[src/rtl/mbinit_val_pattern_comparator.sv]
// Valid-lane pattern comparator for MBINIT: counts iterations matching PATTERN,
// tracks the longest consecutive-match run, and logs a pass/fail result.
//
// state   | meaning
// IDLE    | waiting for i_enable; counters keep the last test's values
// COMPARE | sampling valid iterations until ITERATIONS have been counted
// DONE    | result and done held while i_enable stays high
module mbinit_val_pattern_comparator #(
    parameter logic [7:0] PATTERN    = 8'hF0,
    parameter int         ITERATIONS = 128,
    parameter int         CONSEC_REQ = 16
) (
    input  logic       CLK,
    input  logic       rst,
    input  logic       i_enable,
    input  logic       i_enable_16_iterations,
    input  logic [7:0] i_rx_val_data,
    input  logic       i_rx_val_vld,
    output logic       o_VAL_Result_logged,
    output logic       o_compare_done,
    output logic [7:0] o_match_count,
    output logic [7:0] o_max_consec
);

    localparam logic [7:0] ITER_LAST  = 8'(ITERATIONS);
    localparam logic [7:0] CONSEC_THR = 8'(CONSEC_REQ);

    typedef enum logic [1:0] {IDLE, COMPARE, DONE} state_t;

    state_t     state, state_nxt;
    logic [7:0] iter_cnt, iter_nxt;
    logic [7:0] consec_cnt, consec_nxt;
    logic [7:0] match_nxt, max_nxt;
    logic       result_nxt, done_nxt;

    always_ff @(posedge CLK) begin
        if (rst) begin
            state               <= IDLE;
            iter_cnt            <= 8'd0;
            consec_cnt          <= 8'd0;
            o_match_count       <= 8'd0;
            o_max_consec        <= 8'd0;
            o_VAL_Result_logged <= 1'b0;
            o_compare_done      <= 1'b0;
        end else begin
            state               <= state_nxt;
            iter_cnt            <= iter_nxt;
            consec_cnt          <= consec_nxt;
            o_match_count       <= match_nxt;
            o_max_consec        <= max_nxt;
            o_VAL_Result_logged <= result_nxt;
            o_compare_done      <= done_nxt;
        end
    end

    always_comb begin
        state_nxt  = state;
        iter_nxt   = iter_cnt;
        consec_nxt = consec_cnt;
        match_nxt  = o_match_count;
        max_nxt    = o_max_consec;
        result_nxt = o_VAL_Result_logged;
        done_nxt   = o_compare_done;

        case (state)
            IDLE: begin
                if (i_enable) begin
                    state_nxt  = COMPARE;
                    iter_nxt   = 8'd0;
                    consec_nxt = 8'd0;
                    match_nxt  = 8'd0;
                    max_nxt    = 8'd0;
                    result_nxt = 1'b0;
                    done_nxt   = 1'b0;
                end
            end
            COMPARE: begin
                // Abort has priority, even over the final iteration.
                if (!i_enable) begin
                    state_nxt  = IDLE;
                    result_nxt = 1'b0;
                    done_nxt   = 1'b0;
                end else if (i_rx_val_vld && (iter_cnt < ITER_LAST)) begin
                    iter_nxt = iter_cnt + 8'd1;
                    if (i_rx_val_data == PATTERN) begin
                        consec_nxt = consec_cnt + 8'd1;
                        match_nxt  = o_match_count + 8'd1;
                    end else begin
                        consec_nxt = 8'd0;
                    end
                    if (consec_nxt > o_max_consec) begin
                        max_nxt = consec_nxt;
                    end
                    // Pass mode is sampled only on the final iteration.
                    if (iter_nxt == ITER_LAST) begin
                        state_nxt  = DONE;
                        done_nxt   = 1'b1;
                        result_nxt = i_enable_16_iterations ? (max_nxt >= CONSEC_THR)
                                                            : (match_nxt == ITER_LAST);
                    end
                end
            end
            DONE: begin
                if (!i_enable) begin
                    state_nxt  = IDLE;
                    result_nxt = 1'b0;
                    done_nxt   = 1'b0;
                end
            end
            default: state_nxt = IDLE;
        endcase
    end

endmodule

[config.mk]
export PLATFORM = sky130hd
export DESIGN_NAME = mbinit_val_pattern_comparator
export DESIGN_NICKNAME = d
export VERILOG_FILES = /design/src/rtl/mbinit_val_pattern_comparator.sv
export SDC_FILE = /design/constraint.sdc
export NUM_CORES = 1
export LEC_CHECK = 0
export CAP_MARGIN = 20
export CORE_ASPECT_RATIO = 1.4
export CORE_UTILIZATION = 50
export CTS_CLUSTER_SIZE = 14
export DETAILED_ROUTE_END_ITERATION = 10
export PLACE_DENSITY = 0.79
export SLEW_MARGIN = 10
export SYNTH_ARGS = -nofsm -noshare
export SYNTH_HDL_FRONTEND = slang
export SYNTH_SLANG_ARGS = --single-unit
[constraint.sdc]
create_clock -name CLK -period 6.1 [get_ports CLK]
set_input_delay 1.22 -clock CLK [delete_from_list [all_inputs] [get_ports CLK]]
set_output_delay 1.22 -clock CLK [all_outputs]
set_load 0.02 [all_outputs]
# [Word-level counts from Yosys, hierarchy flattened]
# Cells that the tools add are included.
[totals] ff_bits=36
[classes] n_lt_le_gt_ge=3 n_reduce_logical=7 n_eq_ne=11 add_sub_neg=3 muxes=42
[ops] op="8-bit two-way mux" count=21
[ops] op="8-bit case mux with 2 select lines" count=4
[ops] op="8-bit by 1-bit adder with 8-bit output (second input constant)" count=3
[ops] op="8-bit equality test (second input constant)" count=3
[ops] op="2-bit two-way mux" count=5
[ops] op="1-bit two-way mux" count=9
[ops] op="8-bit by 5-bit greater-or-equal comparator with 1-bit output (second input constant)" count=1
[ops] op="8-bit > comparator" count=1
[ops] op="8-bit less-than comparator (second input constant)" count=1
[ops] op="2-bit inequality test (second input constant)" count=4
[ops] op="4-bit AND reduction" count=2
[ops] op="3-bit inequality test (second input constant)" count=2
[ops] op="1-bit case mux with 3 select lines" count=2
[ops] op="2-bit case mux with 3 select lines" count=1
[ops] op="5-bit AND reduction" count=1
[ops] op="3-bit nonzero test" count=1
[ops] op="2-bit by 1-bit equality test with 1-bit output (second input constant)" count=1
[ops] op="2-bit equality test (second input constant)" count=1
[ops] op="2-bit logical NOT" count=1
[ops] op="2-bit nonzero test" count=1
[ops] op="1-bit logical AND" count=1

# [Logic depth before layout (Yosys ltp)]
[depth] word_depth=16 ltp_mapped=12 mapped_depth_nobuf=11

# [Worst setup path before layout]
# No wires, ideal clock.
[synth_path] path_type="in2reg" start="input port i_rx_val_data[1]" end="register o_VAL_Result_logged" required_time_ps=5976 path_buffers=2 slack_ps=2237 path_stages=11 arrival_ps=3739 setup_time_ps=124 path_cell_list="or4_1 -> buf_2 -> or3_1 -> ha_1 -> nand2b_1 -> a2111oi_0 -> nor3_1 -> or2_1 -> buf_6 -> o211ai_1 -> nand3_1"
[synth_between] elab_chain_len=16 word_cells_on_any_way=21 cone_classes="2 x order compare; 2 x eq/ne; 17 x mux"
[synth_rtl] element="start: declaration" line_no="17" rtl="input logic [7:0] i_rx_val_data,"
[synth_rtl] element="8-bit equality test *" line_no="85" rtl="if (i_rx_val_data == PATTERN) begin"
[synth_rtl] element="8-bit two-way mux" line_no="85"
[synth_rtl] element="8-bit two-way mux" line_no="83" rtl="end else if (i_rx_val_vld && (iter_cnt < ITER_LAST)) begin"
[synth_rtl] element="8-bit two-way mux" line_no="79" rtl="if (!i_enable) begin"
[synth_rtl] element="8-bit two-way mux" line_no="65" rtl="case (state)"
[synth_rtl] element="8-bit > comparator" line_no="91" rtl="if (consec_nxt > o_max_consec) begin"
[synth_rtl] element="8-bit two-way mux" line_no="91"
[synth_rtl] element="8-bit two-way mux" line_no="83"
[synth_rtl] element="8-bit two-way mux" line_no="79"
[synth_rtl] element="8-bit two-way mux" line_no="65"
[synth_rtl] element="8-bit by 5-bit greater-or-equal comparator with 1-bit output" line_no="98" rtl="result_nxt = i_enable_16_iterations ? (max_nxt >= CONSEC_THR)"
[synth_rtl] element="1-bit two-way mux *" line_no="98"
[synth_rtl] element="1-bit two-way mux *" line_no="95" rtl="if (iter_nxt == ITER_LAST) begin"
[synth_rtl] element="1-bit two-way mux *" line_no="83"
[synth_rtl] element="1-bit two-way mux *" line_no="79"
[synth_rtl] element="1-bit case mux with 3 select lines *" line_no="65"
[synth_rtl] element="end signal: assignment" line_no="51" rtl="o_VAL_Result_logged <= result_nxt;"
[synth_rtl] element="end: declaration" line_no="19" rtl="output logic o_VAL_Result_logged,"
# Every way passes the cells marked *; elsewhere a longest branch is shown, timed or not. The select of a mux whose other input is x is not followed.
# A chain may end at the register's enable or synchronous reset.

# [Worst setup path in the final report]
# Ends and elaborated chain as after synthesis.

==> key figures <==
Yosys
  • Post-synth ARST share: 0
  • Post-Synthesis Cells: 311
  • Count leader, synth: dfxtp_1
  • Syn. warnings: 0
  • Largest cells by area after synthesis: dfxtp_1 31%, nand3_1 5.9%, nand2_1 5.7%
  • Register bit total from synthesis: 36
  • Syn nets: 334
  • Top post-synthesis cells by count: 36 x dfxtp_1, 35 x nand2_1, 30 x nor2_1
  • Yosys top cell area share: 0.3136
  • Top_reg_cell synth: dfxtp_1
  • EDFF count, synth: 0
  • Yosys top cell by area: dfxtp_1
  • Syn Std Cell Area: 2298 µm²
  • Syn Area/Cell: 7.391 µm²
  • Sequential fraction of the synthesis area: 0.3136
  • Post-synthesis cell type count: 50

Floorplanning
  • Die height: 82.22 µm
  • DIE WIDTH: 59.30 µm
  • Initial core utilization: 0.5334
  • I/O pins: 31
  • Rows: 28
  • Core area: 4309 µm²
  • Die Footprint: 4876 µm²

GRT
  • First-pass GRT wire length: 9439 µm
  • Vias in the first global route: 2060
  • Grt total ovfl: 0
  • Largest net degree at the start of global routing: 39
  • Total track usage: 0.2528
  • Antenna violations before repair: 0

Setup path
  • CP peak stage delay: 0.67 ns
  • Crit path max fanout: 8
  • CP Cell Sequence: clkdlybuf4s50_1 > or4_1 > or3_1 > ha_1 > nand2b_1 > a2111oi_0 > nor3_1 > or2_1 > o211ai_1 > nand3_1
  • CP arrival: 4.45 ns
  • CP required: 6.27 ns
  • Setup crit start kind: input port
  • Setup crit end kind: register
  • CP max-delay cell: or4_1
  • Kind of critical path: in -> reg

Clock tree
  • Post-CTS Setup Inserts: 0
  • Worst-path clk slew: 0.07 ns
  • Clk Tree Root Cell: clkbuf_8
  • CTS tree: built
  • Hold Buf Count CTS: 0
  • Total CTS buffers: 5
  • H-tree Lvls: 2
  • Post_cts resized: 0
  • Clock Latency Late Sink: 0.29 ns
  • Sink Count: 36
  • CTS max path bufs: 2

Final layout
  • Area growth from synthesis to layout: 16.77%
  • Fraction of layout cells with a size suffix above 1: 0.03647
  • Ant. Diodes: 0
  • FF+latch area: 720.7 µm²
  • Fin nets: 354
  • Fill count: 427
  • Multi-input gate area: 1455 µm²

STA
  • Fmax: 234.0 MHz
  • Finish-stage setup viols: 0
  • Final Max Slew Viols: 0
  • Hold WS: 0.4741 ns
  • Final worst-path cycle share: 0.7005
  • Post-Route Skew: 0.006956 ns
  • Worst rel slew slack: 0.4921
  • RSZ-0062 raised after global routing: no
  • Tmin final: 4.273 ns
  • Slew @ Worst Pin: 0.7618 ns
  • Final TNS setup: 0 ns
  • Hold Fails Final Rpt: 0

Run
  • Max-Cap Viols: 0

Pwr
  • Combinational fraction of design power: 0.071
  • Sequential power share: 0.560
  • Net Switching: 101.8 µW
  • Leakage power: 0.0008497 µW
  • Clk network pwr share: 0.369
  • Pwr Total: 422.8 µW
  • Power density over cell area: 157.5 nW/µm²
  • Internal power: 321.0 µW
  • Switching part of the total: 0.2407
  • Peak VDD IR: 0.1270 mV

Place
  • Post-DP HPWL: 3981 µm
  • I/O Buffers: 30
  • RePlAce Congestion: 0.7839

Min path
  • Worst min path class: reg -> reg

Drt
  • Pre-antenna DRT Iters: 4
  • Post-route antenna net violation count: 0
  • WL final: 5817 µm
  • Vias per cell: 5.992
  • Wire length per cell: 14.95 µm
  • Via Count: 2331
  • Remaining DRCs: 0
  • Starting DRT DRC Count: 154

Run status
  • Status: finished clean
==> final timing paths <==
path,slack [ns],startpoint,cells after the start,end
worst max-delay path,1.83,i_rx_val_data[1],10,o_VAL_Result_logged
worst min-delay path,0.47,consec_cnt[7],2,consec_cnt[7]
worst min register to register,0.47,consec_cnt[7],2,consec_cnt[7]
worst max register to register,3.04,consec_cnt[0],11,o_VAL_Result_logged
==> stage by stage <==
stage | area (µm²) | worst slack (ns) | instances | utilization
2_1_floorplan | 2298 | 2.237 | 311 | -
3_3_place_gp | 2608 | 1.661 | 383 | 0.6051
3_5_place_dp | 2608 | 1.551 | 383 | 0.6051
4_1_cts | 2676 | 1.858 | 388 | 0.6211
5_1_grt | 2684 | 1.524 | 389 | 0.6228
6_report | 2684 | 1.827 | 389 | 0.6228
==> layer usage <==
layer / part of all wire / wire length, µm / track usage
met1: 0.44 / 2561 / 0.3078
met2: 0.49 / 2875 / 0.4360
met3: 0.049 / 283 / 0.04050
met4: 0.017 / 97 / 0.1024
met5: 0 / 0 / 0
==> cells by family after synthesis <==
| logic type | synth area share |
|---|---|
| AO/OA/AOI/OAI | 0.2422 |
| XOR/XNOR | 0.02286 |
| adder cells (fa/ha/maj) | 0.05444 |
| buffers and inverters | 0.05552 |
| flip-flops | 0.3136 |
| multiplexers | 0.01307 |
| AND/OR/NAND/NOR | 0.2983 |
==> power groups by stage <==
stage | logic, µW | clock network (µW) | registers [µW]
after floorplan | 16.6 | 0 | 241
after global placement | 28.5 | 0 | 242
after detailed placement | 29.1 | 0 | 242
after CTS | 29.1 | 158 | 237
after global routing | 32.4 | 168 | 237
final | 30.0 | 156 | 237
==> registers in the layout (all words and copies together) (netlist names) <==
| signal | count |
|---|---|
| o_VAL_Result_logged | 1 |
| state | 2 |
| o_compare_done | 1 |
| o_max_consec | 8 |
| iter_cnt | 8 |
| o_match_count | 8 |
| consec_cnt | 8 |
==> worst max-delay path, delay by kind of cell <==
family	cells	cell delay, ns
buf+inv	1	0.41
fa+ha+maj	1	0.21
simple gates	6	1.85
compound gates	2	0.75
==> area by class of cell <==
cell class / count / share of cell area
clock buffers: 5 / 0.02564
inverters: 11 / 0.01538
multi-input cells: 244 / 0.5422
flip-flops and latches: 36 / 0.2685
well taps: 60 / 0.02797
repair buffers: 33 / 0.1203
==> layout by cell type (no fill, tap or decap), drive strengths merged, types with 4 or more instances in the layout <==
cell type and instances:
nand3 27, clkbuf 5, nand4 9, a21oi 26, clkdlybuf4s50 30, xor2 4, nand2 35, a311oi 6
nor2 30, nor3 9, nand2b 7, dfxtp 36, a22oi 5, or3 8, o21ai 14, ha 10
inv 11, a31oi 9
Power figures use the tool's default switching activity.
